**config.mk**
```make
export PLATFORM = sky130hd
export DESIGN_NAME = charge_injection_burst_gen_flat
export DESIGN_NICKNAME = d
export VERILOG_FILES = /design/src/rtl/charge_injection_burst_gen_if.sv /design/src/rtl/charge_injection_burst_gen.sv /design/src/flat_wrapper.sv
export SDC_FILE = /design/constraint.sdc
export NUM_CORES = 1
export LEC_CHECK = 0
export CORE_MARGIN = 3
export CORE_UTILIZATION = 25
export DETAILED_ROUTE_END_ITERATION = 6
export SYNTH_ARGS = -nofsm -noshare
export SYNTH_HDL_FRONTEND = slang
export SYNTH_SLANG_ARGS = --single-unit
export TNS_END_PERCENT = 5
```
**constraint.sdc**
```tcl
create_clock -name clk1280 -period 2 [get_ports clk1280]
set_input_delay 0.6 -clock clk1280 [delete_from_list [all_inputs] [get_ports clk1280]]
set_output_delay 0.6 -clock clk1280 [all_outputs]
set_load 0.01 [all_outputs]
```
**src/rtl/charge_injection_burst_gen_if.sv**
```systemverilog
// Bundle of the charge-injection burst generator's control and status signals.
// master: fast-command decoder side (drives timing fields and the command).
// slave:  the burst generator itself (drives pulse and status).
interface charge_injection_burst_gen_if #(
  parameter int PHASE_BITS   = 5,
  parameter int WIDTH_BITS   = 6,
  parameter int COUNT_BITS   = 8,
  parameter int SPACING_BITS = 8
);
  logic                    alignStrobe;
  logic                    chargeInjectionCmd;
  logic [PHASE_BITS-1:0]   delay;
  logic [WIDTH_BITS-1:0]   width;
  logic [COUNT_BITS-1:0]   burstCount;
  logic [SPACING_BITS-1:0] spacing;
  logic                    pulse;
  logic                    busy;
  logic                    done;
  logic                    alignError;

  modport master (
    output alignStrobe, chargeInjectionCmd, delay, width, burstCount, spacing,
    input  pulse, busy, done, alignError
  );

  modport slave (
    input  alignStrobe, chargeInjectionCmd, delay, width, burstCount, spacing,
    output pulse, busy, done, alignError
  );
endinterface

```
**src/rtl/charge_injection_burst_gen.sv**
```systemverilog
// Charge-injection burst generator running on clk1280.
// Tracks clk40 phase with a counter realigned by alignStrobe, and on a command
// rising edge emits a burst of pulses at a fine phase, width and BX spacing
// latched at the start of the burst. burstCount==0 runs until the command drops.
// Optional alignment checker enabled by defining CI_ALIGN_CHECK_EN; without it
// alignError is tied low and no checker registers exist.
module charge_injection_burst_gen #(
  parameter int PHASE_BITS   = 5,
  parameter int WIDTH_BITS   = 6,
  parameter int COUNT_BITS   = 8,
  parameter int SPACING_BITS = 8
) (
  input logic clk1280,
  input logic reset,
  charge_injection_burst_gen_if.slave bus
);
  localparam logic [1:0] IDLE = 2'd0;
  localparam logic [1:0] ARM  = 2'd1;
  localparam logic [1:0] WAIT = 2'd2;
  localparam logic [1:0] HIGH = 2'd3;

  localparam logic [PHASE_BITS-1:0]   PHASE_MAX   = '1;
  localparam logic [PHASE_BITS-1:0]   PHASE_ONE   = 1;
  localparam logic [WIDTH_BITS-1:0]   WIDTH_ONE   = 1;
  localparam logic [COUNT_BITS-1:0]   COUNT_ONE   = 1;
  localparam logic [SPACING_BITS-1:0] SPACING_ONE = 1;
  localparam logic [SPACING_BITS:0]   BX_ONE      = 1;
  localparam logic [SPACING_BITS:0]   BX_SAT      = '1;

  logic [PHASE_BITS-1:0]   phase_reg;
  logic                    cmd_d_reg;
  logic [1:0]              state_reg;
  logic [PHASE_BITS-1:0]   delay_reg;
  logic [WIDTH_BITS-1:0]   width_reg;
  logic [COUNT_BITS-1:0]   count_reg;
  logic [SPACING_BITS-1:0] spacing_reg;
  logic [COUNT_BITS-1:0]   pulses_done_reg;
  logic [WIDTH_BITS-1:0]   width_cnt_reg;
  logic [SPACING_BITS:0]   bx_since_reg;
  logic                    pulse_reg;
  logic                    done_reg;

  logic                    start;
  logic                    at_max;
  logic                    at_slot;
  logic                    bx_ready;
  logic                    cont_mode;
  logic                    stop_req;
  logic [SPACING_BITS:0]   bx_inc;

  assign start     = bus.chargeInjectionCmd & ~cmd_d_reg;
  assign at_max    = (phase_reg == PHASE_MAX);
  assign at_slot   = (phase_reg == delay_reg);
  assign bx_ready  = (bx_since_reg >= {1'b0, spacing_reg});
  assign cont_mode = (count_reg == '0);
  assign stop_req  = cont_mode & ~bus.chargeInjectionCmd;
  // BX counter saturates so very long waits cannot wrap back below spacing.
  assign bx_inc    = (bx_since_reg == BX_SAT) ? bx_since_reg : bx_since_reg + BX_ONE;

  // Phase counter: strobe cycle is phase 0, so the next cycle is phase 1.
  always_ff @(posedge clk1280 or posedge reset) begin
    if (reset) phase_reg <= '0;
    else if (bus.alignStrobe) phase_reg <= PHASE_ONE;
    else phase_reg <= phase_reg + PHASE_ONE;
  end

  // Command history; resets high so a command held across reset cannot start a burst.
  always_ff @(posedge clk1280 or posedge reset) begin
    if (reset) cmd_d_reg <= 1'b1;
    else cmd_d_reg <= bus.chargeInjectionCmd;
  end

  // Burst sequencer: latch settings, arm to the BX boundary, then pulse/wait per slot.
  always_ff @(posedge clk1280 or posedge reset) begin
    if (reset) begin
      state_reg       <= IDLE;
      delay_reg       <= '0;
      width_reg       <= '0;
      count_reg       <= '0;
      spacing_reg     <= '0;
      pulses_done_reg <= '0;
      width_cnt_reg   <= '0;
      bx_since_reg    <= '0;
      pulse_reg       <= 1'b0;
      done_reg        <= 1'b0;
    end else begin
      done_reg <= 1'b0;
      case (state_reg)
        IDLE: begin
          if (start) begin
            delay_reg       <= bus.delay;
            width_reg       <= (bus.width == '0) ? WIDTH_ONE : bus.width;
            count_reg       <= bus.burstCount;
            spacing_reg     <= (bus.spacing == '0) ? SPACING_ONE : bus.spacing;
            pulses_done_reg <= '0;
            state_reg       <= ARM;
          end
        end
        ARM: begin
          // Pre-loading spacing makes the first slot of the next BX eligible.
          if (at_max) begin
            bx_since_reg <= {1'b0, spacing_reg};
            state_reg    <= WAIT;
          end
        end
        WAIT: begin
          // Stopping wins over a coinciding slot so done never meets a rising pulse.
          if (stop_req) begin
            state_reg <= IDLE;
            done_reg  <= 1'b1;
          end else if (at_slot && bx_ready) begin
            pulse_reg     <= 1'b1;
            width_cnt_reg <= width_reg;
            // A slot on the last phase also closes this BX, so count it now.
            bx_since_reg  <= at_max ? BX_ONE : '0;
            state_reg     <= HIGH;
          end else if (at_max) begin
            bx_since_reg <= bx_inc;
          end
        end
        HIGH: begin
          width_cnt_reg <= width_cnt_reg - WIDTH_ONE;
          if (at_max) bx_since_reg <= bx_inc;
          if (width_cnt_reg == WIDTH_ONE) begin
            pulse_reg       <= 1'b0;
            pulses_done_reg <= pulses_done_reg + COUNT_ONE;
            if (stop_req || (!cont_mode && (pulses_done_reg + COUNT_ONE == count_reg))) begin
              state_reg <= IDLE;
              done_reg  <= 1'b1;
            end else begin
              state_reg <= WAIT;
            end
          end
        end
        default: state_reg <= IDLE;
      endcase
    end
  end

  assign bus.pulse = pulse_reg;
  assign bus.busy  = (state_reg != IDLE);
  assign bus.done  = done_reg;

`ifdef CI_ALIGN_CHECK_EN
  logic seen_strobe_reg;
  logic align_error_reg;

  // Sticky alignment check: any strobe after the first must land on phase 0.
  always_ff @(posedge clk1280 or posedge reset) begin
    if (reset) begin
      seen_strobe_reg <= 1'b0;
      align_error_reg <= 1'b0;
    end else if (bus.alignStrobe) begin
      seen_strobe_reg <= 1'b1;
      if (seen_strobe_reg && (phase_reg != '0)) align_error_reg <= 1'b1;
    end
  end

  assign bus.alignError = align_error_reg;
`else
  assign bus.alignError = 1'b0;
`endif
endmodule
```
**src/flat_wrapper.sv**
```systemverilog
// flat-port wrapper written by rule: the top's interface ports become plain ports
module charge_injection_burst_gen_flat 
#(
  parameter int PHASE_BITS   = 5,
  parameter int WIDTH_BITS   = 6,
  parameter int COUNT_BITS   = 8,
  parameter int SPACING_BITS = 8
)
  (clk1280, reset, bus_alignStrobe, bus_chargeInjectionCmd, bus_delay, bus_width, bus_burstCount, bus_spacing, bus_pulse, bus_busy, bus_done, bus_alignError);
  charge_injection_burst_gen_if #(.PHASE_BITS(PHASE_BITS), .WIDTH_BITS(WIDTH_BITS), .COUNT_BITS(COUNT_BITS), .SPACING_BITS(SPACING_BITS)) bus_i ();
  input logic clk1280;
  input logic reset;
  input wire logic [$bits(bus_i.alignStrobe)-1:0] bus_alignStrobe;
  input wire logic [$bits(bus_i.chargeInjectionCmd)-1:0] bus_chargeInjectionCmd;
  input wire logic [$bits(bus_i.delay)-1:0] bus_delay;
  input wire logic [$bits(bus_i.width)-1:0] bus_width;
  input wire logic [$bits(bus_i.burstCount)-1:0] bus_burstCount;
  input wire logic [$bits(bus_i.spacing)-1:0] bus_spacing;
  output wire logic [$bits(bus_i.pulse)-1:0] bus_pulse;
  output wire logic [$bits(bus_i.busy)-1:0] bus_busy;
  output wire logic [$bits(bus_i.done)-1:0] bus_done;
  output wire logic [$bits(bus_i.alignError)-1:0] bus_alignError;
  assign bus_i.alignStrobe = bus_alignStrobe;
  assign bus_i.chargeInjectionCmd = bus_chargeInjectionCmd;
  assign bus_i.delay = bus_delay;
  assign bus_i.width = bus_width;
  assign bus_i.burstCount = bus_burstCount;
  assign bus_i.spacing = bus_spacing;
  assign bus_pulse = bus_i.pulse;
  assign bus_busy = bus_i.busy;
  assign bus_done = bus_i.done;
  assign bus_alignError = bus_i.alignError;
  charge_injection_burst_gen #(.PHASE_BITS(PHASE_BITS), .WIDTH_BITS(WIDTH_BITS), .COUNT_BITS(COUNT_BITS), .SPACING_BITS(SPACING_BITS)) u_core (.clk1280(clk1280), .reset(reset), .bus(bus_i));
endmodule
```
==> impl_summary.md, run 1 <==
Min path
In this run the most critical hold path is launched from u_core.delay_reg[4]. The path type of the worst min-delay path is flip-flop to flip-flop.

Synth
The largest family of logic cells by synthesized area is simple AND/OR/NAND/NOR gates. After synthesis the cells add up to roughly 3400 um^2. Counting every instance in the synthesized netlist gives 354.

The fraction of the mapped netlist area in compound gates came to 0.166. The fraction of registers with async set or reset after synthesis is 1.00. The post-synth net total is 399. By area the synthesized netlist is led by dfrtp_1 (44%), mux2_2 (6.3%), ha_1 (5.2%), nor2_1 (4.2%), o21ai_0 (3.7%). The synthesized netlist contains 60 unique library cells. In the synthesized netlist, the cells that appear most often are dfrtp_1 (59), nor2_1 (38), nand2_1 (27).

The most numerous cell in the Yosys netlist is dfrtp_1. Of the total synthesized cell area, the portion taken by AND, OR, NAND and NOR gates is 0.185. Of the post-synthesis cell area, the part taken by muxes is 0.0678.

The area share of xor/xnor cells in the synthesized design is 0.0441. Of the post-synthesis cell area, the dominant cell type holds 0.437. The count of state elements after synthesis is 60. The synthesized design contains 0 enable-type register cells. The sequential area share after synthesis is 0.445. The post-synthesis share of cell area spent on full adders, half adders and majority gates is 0.0519. The mean post-synth cell area is 9.54 um^2. For this run, the leading register cell type out of synthesis is dfrtp_1. The yosys synthesis warning count is 0. The largest total area in the synthesized netlist belongs to dfrtp_1.

Worst setup path
The startpoint of the worst register-to-register path is u_core.bx_since_reg[0]. The worst path required time is 2.26 ns. The delay of the slowest cell on the worst path is 0.43 ns. Walking the worst path, the cells encountered are inv_2 > ha_4 > nand2b_4 > a211o_1 > a21oi_4 > o31ai_4 > or4_1 > nand4_1.

The worst-path maximum fanout is 6. The family of cells with the greatest summed delay on the critical path is compound AO/OA/AOI/OAI gates. STA puts the critical path data arrival time at 2.33 ns.

The slowest library cell on the worst path is or4_1. The setup path with the least slack is of type flip-flop to flip-flop. The worst path buffer plus inverter count is 1.

The sort of element at the start of the critical path is a flip-flop. The critical path capture point type is a flip-flop. In this run the worst setup path begins at u_core.bx_since_reg[0].

Finish
The final instance count without filler cells is 623. 0 antenna diodes ended up in the layout. The share of cells above drive strength 1 is 0.322. Compared with the post-synthesis result, the final layout area differs by 44.4%. The multi-input combinational cells in the finished layout cover a total of roughly 2000 um^2. The number of flip-flops under the largest register name is 9. The fill cell total of the finished layout is 1308. Summing all flip-flop and latch instances after layout gives 1500 um^2. The post-layout net count is about 490.

The fraction of the core area covered by cells at the end of the flow is 0.377.

Clock tree
The clock root buffer is clkbuf_16. TritonCTS built the clock tree. The source-to-sink clock delay at the later pin of the worst-skew pair is 0.33 ns. The maximum count of clock buffers along a single path is 2. TritonCTS created 9 clock buffers. The number of hold buffers added after CTS is 0. Clock tree synthesis found a total of 60 sinks. The H-tree generated during clock tree synthesis spans 3 levels. The CTS clock-pin slew for the worst setup and hold paths is 0.05 ns.

GRT
The first global-routing pass estimated 14500 um of wire. The maximum number of pins on one net before global-route repair is 25. Global routing finished with a remaining overflow of 0. For this run, the total global-route usage over all layers was measured as 0.122. The initial antenna violation count is 0. The number of global-route vias before repair is 3043.

Placed design
The HPWL after detailed placement is 6290 um. In this run the tool buffered the top-level ports with 33 buffer cells. The cell count after placement is 600.

The worst slack at placement is -0.206 ns. Routability-driven placement finished with a final weighted congestion of just over 0.8.

Power
VDD sags by at most 0.000713 V. Power spread over the standard cell area amounts to 1460 nW/um^2. For this design the static power due to leakage is 2.05 nW.

Overall power consumption after layout is estimated at 7.13 mW.

Timing
The number of setup violations in the final report is 8. The worst setup slack after layout is -0.0696 ns. The achievable frequency is between 400 and 500 MHz. The worst path in the final design needs a cycle of 2.07 ns, including I/O delays and setup.

Dividing the final minimum period by the clock period gives 1.03. The final worst clock skew is ~0.0048 ns. The number of max-slew violations in the final report was 0.

Setup repair after global routing could not meet its margin everywhere. Adding up every negative setup slack in the final design gives -0.273 ns. The count of final hold-check violations was 0.

Route
The routed design has 8700 um of wire. Before antenna repair, the detailed router went through 4 iterations. Dividing the detail-routed wire length by the instance count gives 14.0 um. The via density per instance is 4.74. The detailed router's first-iteration violation count is 164.

For this run, design rule violations remaining after detail routing come to 0. The number of nets with antenna violations after detailed routing is 0. The routed layout has 2953 vias.

Status
The run finished, with violations left. The final reports fail on setup timing.

Die
The number of cell rows is about 40. The initial cell density of the core is 0.261. The die is 122 um wide.

During I/O placement, the number of pins put on the boundary was 35. The die covers 14900 um^2. The core region is 12900 um^2. The die is 122 um tall.

Flow run
Max-cap violations in this run came to 0.
[worst reg2reg max path: stages, from the launching register on]
cell      delay, ns
dfrtp_1        0.39
inv_2          0.08
ha_4           0.19
nand2b_4       0.13
a211o_1        0.29
a21oi_4        0.28
o31ai_4        0.13
or4_1          0.43
nand4_1        0.09
[cell usage in the layout (no fill, tap or decap), drive strengths merged, types with 3 or more instances in the layout]
master,instances
o41ai,3
mux2,20
nand2b,5
buf,63
a31oi,5
clkbuf,12
nand2,27
a22oi,3
o31ai,6
inv,16
clkinvlp,3
ha,14
or4,4
nor2,38
nand4,9
and3,4
a21oi,22
xor2,9
or3,3
dfrtp,59
o21ai,27
nor3,11
xnor2,8
nand3,13
o22ai,3
clkdlybuf4s50,32
[layer usage]
layer,wire length (um),global-route usage,up-vias,share of wire
met1,3910,0.155,1427,0.45
li1,-,-,1452,-
met5,0,0,-,0
met4,83,0.0322,0,0.0095
met3,351,0.0334,7,0.040
met2,4350,0.204,67,0.50
[path summary, 6_finish.rpt]
kind                       cells past startpoint                 endpoint  slack, ns
max in group asynchronous                      3         u_core.cmd_d_reg       0.85
min in group asynchronous                      2  u_core.width_cnt_reg[5]       0.63
min                                            1      u_core.delay_reg[4]       0.53
min reg2reg                                    1      u_core.delay_reg[4]       0.53
max                                            8   u_core.bx_since_reg[2]      -0.07
max reg2reg                                    8   u_core.bx_since_reg[2]      -0.07
[cell families (layout without fill, tap and decap cells)]
group | after synthesis | count (layout)
muxes | 20 | 20
other | 1 | 1
xor gates and xnor gates | 17 | 17
AOI/OAI and AO/OA | 86 | 86
and+or+nand+nor | 125 | 125
adders and majority gates | 14 | 14
DFF | 60 | 60
buffers and inverters | 31 | 128
[repair_timing]
action                     4_1_cts  5_1_grt
resized for setup               12       36
buffers inserted                 2        5
setup endpoints to repair       18       23
pin swaps                        9       21
[stage by stage]
stage / area [um^2] / hold slack (ns)
finish: 4870 / 0.526
detailed placement: 4320 / 0.506
global route: 4870 / 0.540
global placement: 4320 / 0.503
floorplan: 3400 / 0.458
CTS: 4680 / 0.518
[area by class of cell]
| cell class | instances | share of cell area |
|---|---|---|
| Tap cell | 172 | 0.0442 |
| Inverter | 16 | 0.0131 |
| Multi-Input combinational cell | 263 | 0.403 |
| Clock inverter | 4 | 0.00668 |
| Timing Repair Buffer | 96 | 0.172 |
| Sequential cell | 60 | 0.308 |
| Clock buffer | 12 | 0.0526 |
[power by group]
| group | internal (mW) | switching [mW] |
|---|---|---|
| combinational | 1.80 | 1.75 |
| sequential | 1.73 | 0.371 |
| clock | 0.912 | 0.572 |
| total | 4.44 | 2.69 |
Power figures use the tool's default switching activity.
==> run 2, diff against run 1 <==
- CORE_ASPECT_RATIO: default -> 0.9
- CORE_UTILIZATION: 25 -> 40
==> impl_summary.md, run 2 (same netlist as run 1, synthesis figures left out) <==
Status
The run finished, with violations left. The final reports fail on setup timing.

Timing
The final worst clock skew was 0.0114 ns (+0.00661 ns). The count of final hold-check violations is 0 (unchanged). The number of max-slew violations in the final report is 0 (unchanged). The worst setup slack after layout is -0.0625 ns (+0.00709 ns).

The final total negative setup slack is -0.194 ns (+0.0788 ns). The achievable frequency is 485 MHz (+0.34%). Setup repair after global routing could not meet its margin everywhere. The number of setup violations in the final report is 7 (-1). The final critical-path required period is 2.06 ns (-0.00709 ns). The final period utilization was 1.03 (-0.00355).

Route
The via density per instance was 5.30 (+12%). The detailed-route wire length per cell is 14.5 um (+4.1%). The wire length after detailed routing came to 8040 um (-7.6%). The first-pass detailed-route iteration total came to 6 (+2).

The total number of vias came to 2932 (-0.71%). The number of remaining DRC errors is 0 (unchanged). The number of nets with antenna violations after detailed routing is 0 (unchanged). The detailed router's first-iteration violation count is 81 (-51%).

GRT
The overall routing resource usage is 0.185 (+0.0632). The maximum number of pins on one net before global-route repair was 23 (-8.0%). The number of global-route vias before repair was 2940 (-3.4%). The initial antenna violation count is 0 (unchanged). The first-pass GRT wire length is 13900 um (-4.2%). The global-route congestion overflow total is 0 (unchanged).

Worst setup path
The depth of the most critical reg-to-reg path is 8 (unchanged). Tracing the worst setup path back leads to its startpoint at u_core.bx_since_reg[0]. The worst-path maximum fanout came to 6 (unchanged).

STA classifies the critical path endpoint as a flip-flop. The worst path required time is 2.28 ns (+0.02 ns). The worst register-to-register path begins at u_core.bx_since_reg[0].

The worst endpoint data arrival time is 2.34 ns (about the same). The sort of element at the start of the critical path is a flip-flop. The critical path is of the flip-flop to flip-flop type. The critical register-to-register path endpoint is u_core.bx_since_reg[2]. The worst-case register-to-register setup slack is -0.06 ns (about the same).

Power
The worst IR drop on VDD came to 0.000621 V (-13%). The power per cell area came to 1430 nW/um^2 (-2.5%). The leakage dissipation was 2.00 nW (-2.2%). The total power of the final layout is 6.62 mW (-7.1%).

Placed design
The HPWL after detailed placement is 6050 um (-3.9%). The number of input and output port buffers inserted was 33 (unchanged). The worst slack at placement is -0.216 ns (-0.00956 ns). The cell count after placement is 531 (-12%). The final estimated routing congestion in global placement is 0.862 (+3.7%).

Die
The number of primary I/O pins is 35 (unchanged). The placeable core region is 8150 um^2 (-37%). The area of the die is 9580 um^2 (-36%). The initial cell density of the core is 0.414 (+0.153). The die span in x is 103 um (-16%).

The chip height is 93.2 um (-24%). The number of cell rows was 31 (-24%).

Finish
The final instance count without filler cells is 553 (-11%). The number of flip-flops under the largest register name is 9 (unchanged). The share of cells above drive strength 1 is 0.308 (-0.0131).

The area growth from synthesis to layout is 37.6%. The fill cell total of the finished layout was 735 (-44%). The post-layout net count came to 494 (+0.61%). The commonest non-fill, non-tap cell in the layout is buf_4. The top cell types in the final layout, fill and taps aside, are buf_4 (63), dfrtp_1 (59), nor2_1 (35). The number of diodes is 0 (unchanged).

Clock tree
The H-tree level count is 3 (unchanged). The CTS clock-pin slew for the worst setup and hold paths is 0.07 ns (+0.02 ns). The maximum count of clock buffers along a single path is 2 (unchanged). The number of hold buffers added after CTS is 0 (unchanged).

TritonCTS built the clock tree. The clock net sink count is 60 (unchanged). The clock root buffer is clkbuf_8. The number of clock buffers inserted by TritonCTS is 9 (unchanged). The source-to-sink clock delay at the later pin of the worst-skew pair came to 0.34 ns (about the same).

Flow run
The max-capacitance violation count is 0 (unchanged).

Min path
The tightest min-delay check is of the flip-flop to flip-flop type. The number of cells on the worst hold path is 1 (unchanged). The worst hold path begins at u_core.width_reg[1]. The path with the worst hold slack has its endpoint at u_core.width_reg[1].
-- run 2: cell types whose count changed in the layout (fill, tap and decap cells not counted), sizes merged --
cell	change
clkinvlp	+1
bufinv	+1
buf	+3
dlygate4sd2	-1
inv	-1
clkbuf	-1
clkdlybuf4s15	+1
-- run 2: critical path, stage by stage (launching register included) --
cell	delay [ns]
dfrtp_1	0.40
inv_2	0.09
ha_4	0.20
nand2b_4	0.13
a211o_1	0.28
a21oi_4	0.26
o31ai_4	0.12
or4_1	0.42
nand4_1	0.10
-- run 2: worst max path at each step --
stage / to / slack (ns)
2_1_floorplan: u_core.bx_since_reg[2] / -0.08
3_3_place_gp: u_core.width_cnt_reg[1] / -0.18
3_5_place_dp: u_core.bx_since_reg[0] / -0.22
4_1_cts: u_core.bx_since_reg[2] / -0.07
5_1_grt: u_core.bx_since_reg[2] / -0.15
6_report: u_core.bx_since_reg[2] / -0.06
-- run 2: routing by layer --
| metal | global-route usage | part of all wire | up-vias |
|---|---|---|---|
| li1 | - | - | 1463 |
| met3 | 0.0507 | 0.038 | 12 |
| met5 | 0 | 0 | - |
| met2 | 0.298 | 0.49 | 48 |
| met1 | 0.244 | 0.46 | 1409 |
| met4 | 0.0518 | 0.018 | 0 |
-- run 2: power by group --
| group | switching, mW | leakage (nW) | internal, mW |
|---|---|---|---|
| combinational | 1.66 | 1.17 | 1.78 |
| clock | 0.498 | 0.0918 | 0.611 |
| sequential | 0.349 | 0.738 | 1.73 |
| total | 2.51 | 2.00 | 4.12 |
-- run 2: final cells by class --
class                      count  area (um^2)  area share
multi-input combinational    263         1900       0.409
sequential                    60         1500       0.323
timing repair buffer          99          855       0.184
clock buffer                  11          141      0.0304
tap                           99          124      0.0267
inverter                      16         63.8      0.0137
clock inverter                 5         61.3      0.0132
-- run 2: metrics by stage --
| step | util | hold slack, ns | instance area, um^2 |
|---|---|---|---|
| 2_1_floorplan | - | 0.458 | 3400 |
| 3_3_place_gp | 0.523 | 0.499 | 4260 |
| 3_5_place_dp | 0.523 | 0.495 | 4260 |
| 4_1_cts | 0.555 | 0.515 | 4520 |
| 5_1_grt | 0.570 | 0.546 | 4650 |
| 6_report | 0.570 | 0.516 | 4650 |
-- run 2: timing repair --
item,in CTS,in global routing
gates cloned,0,0
endpoints found under the setup margin,18,20
resized for setup,13,18
buffers inserted,0,6
pin swaps,8,7
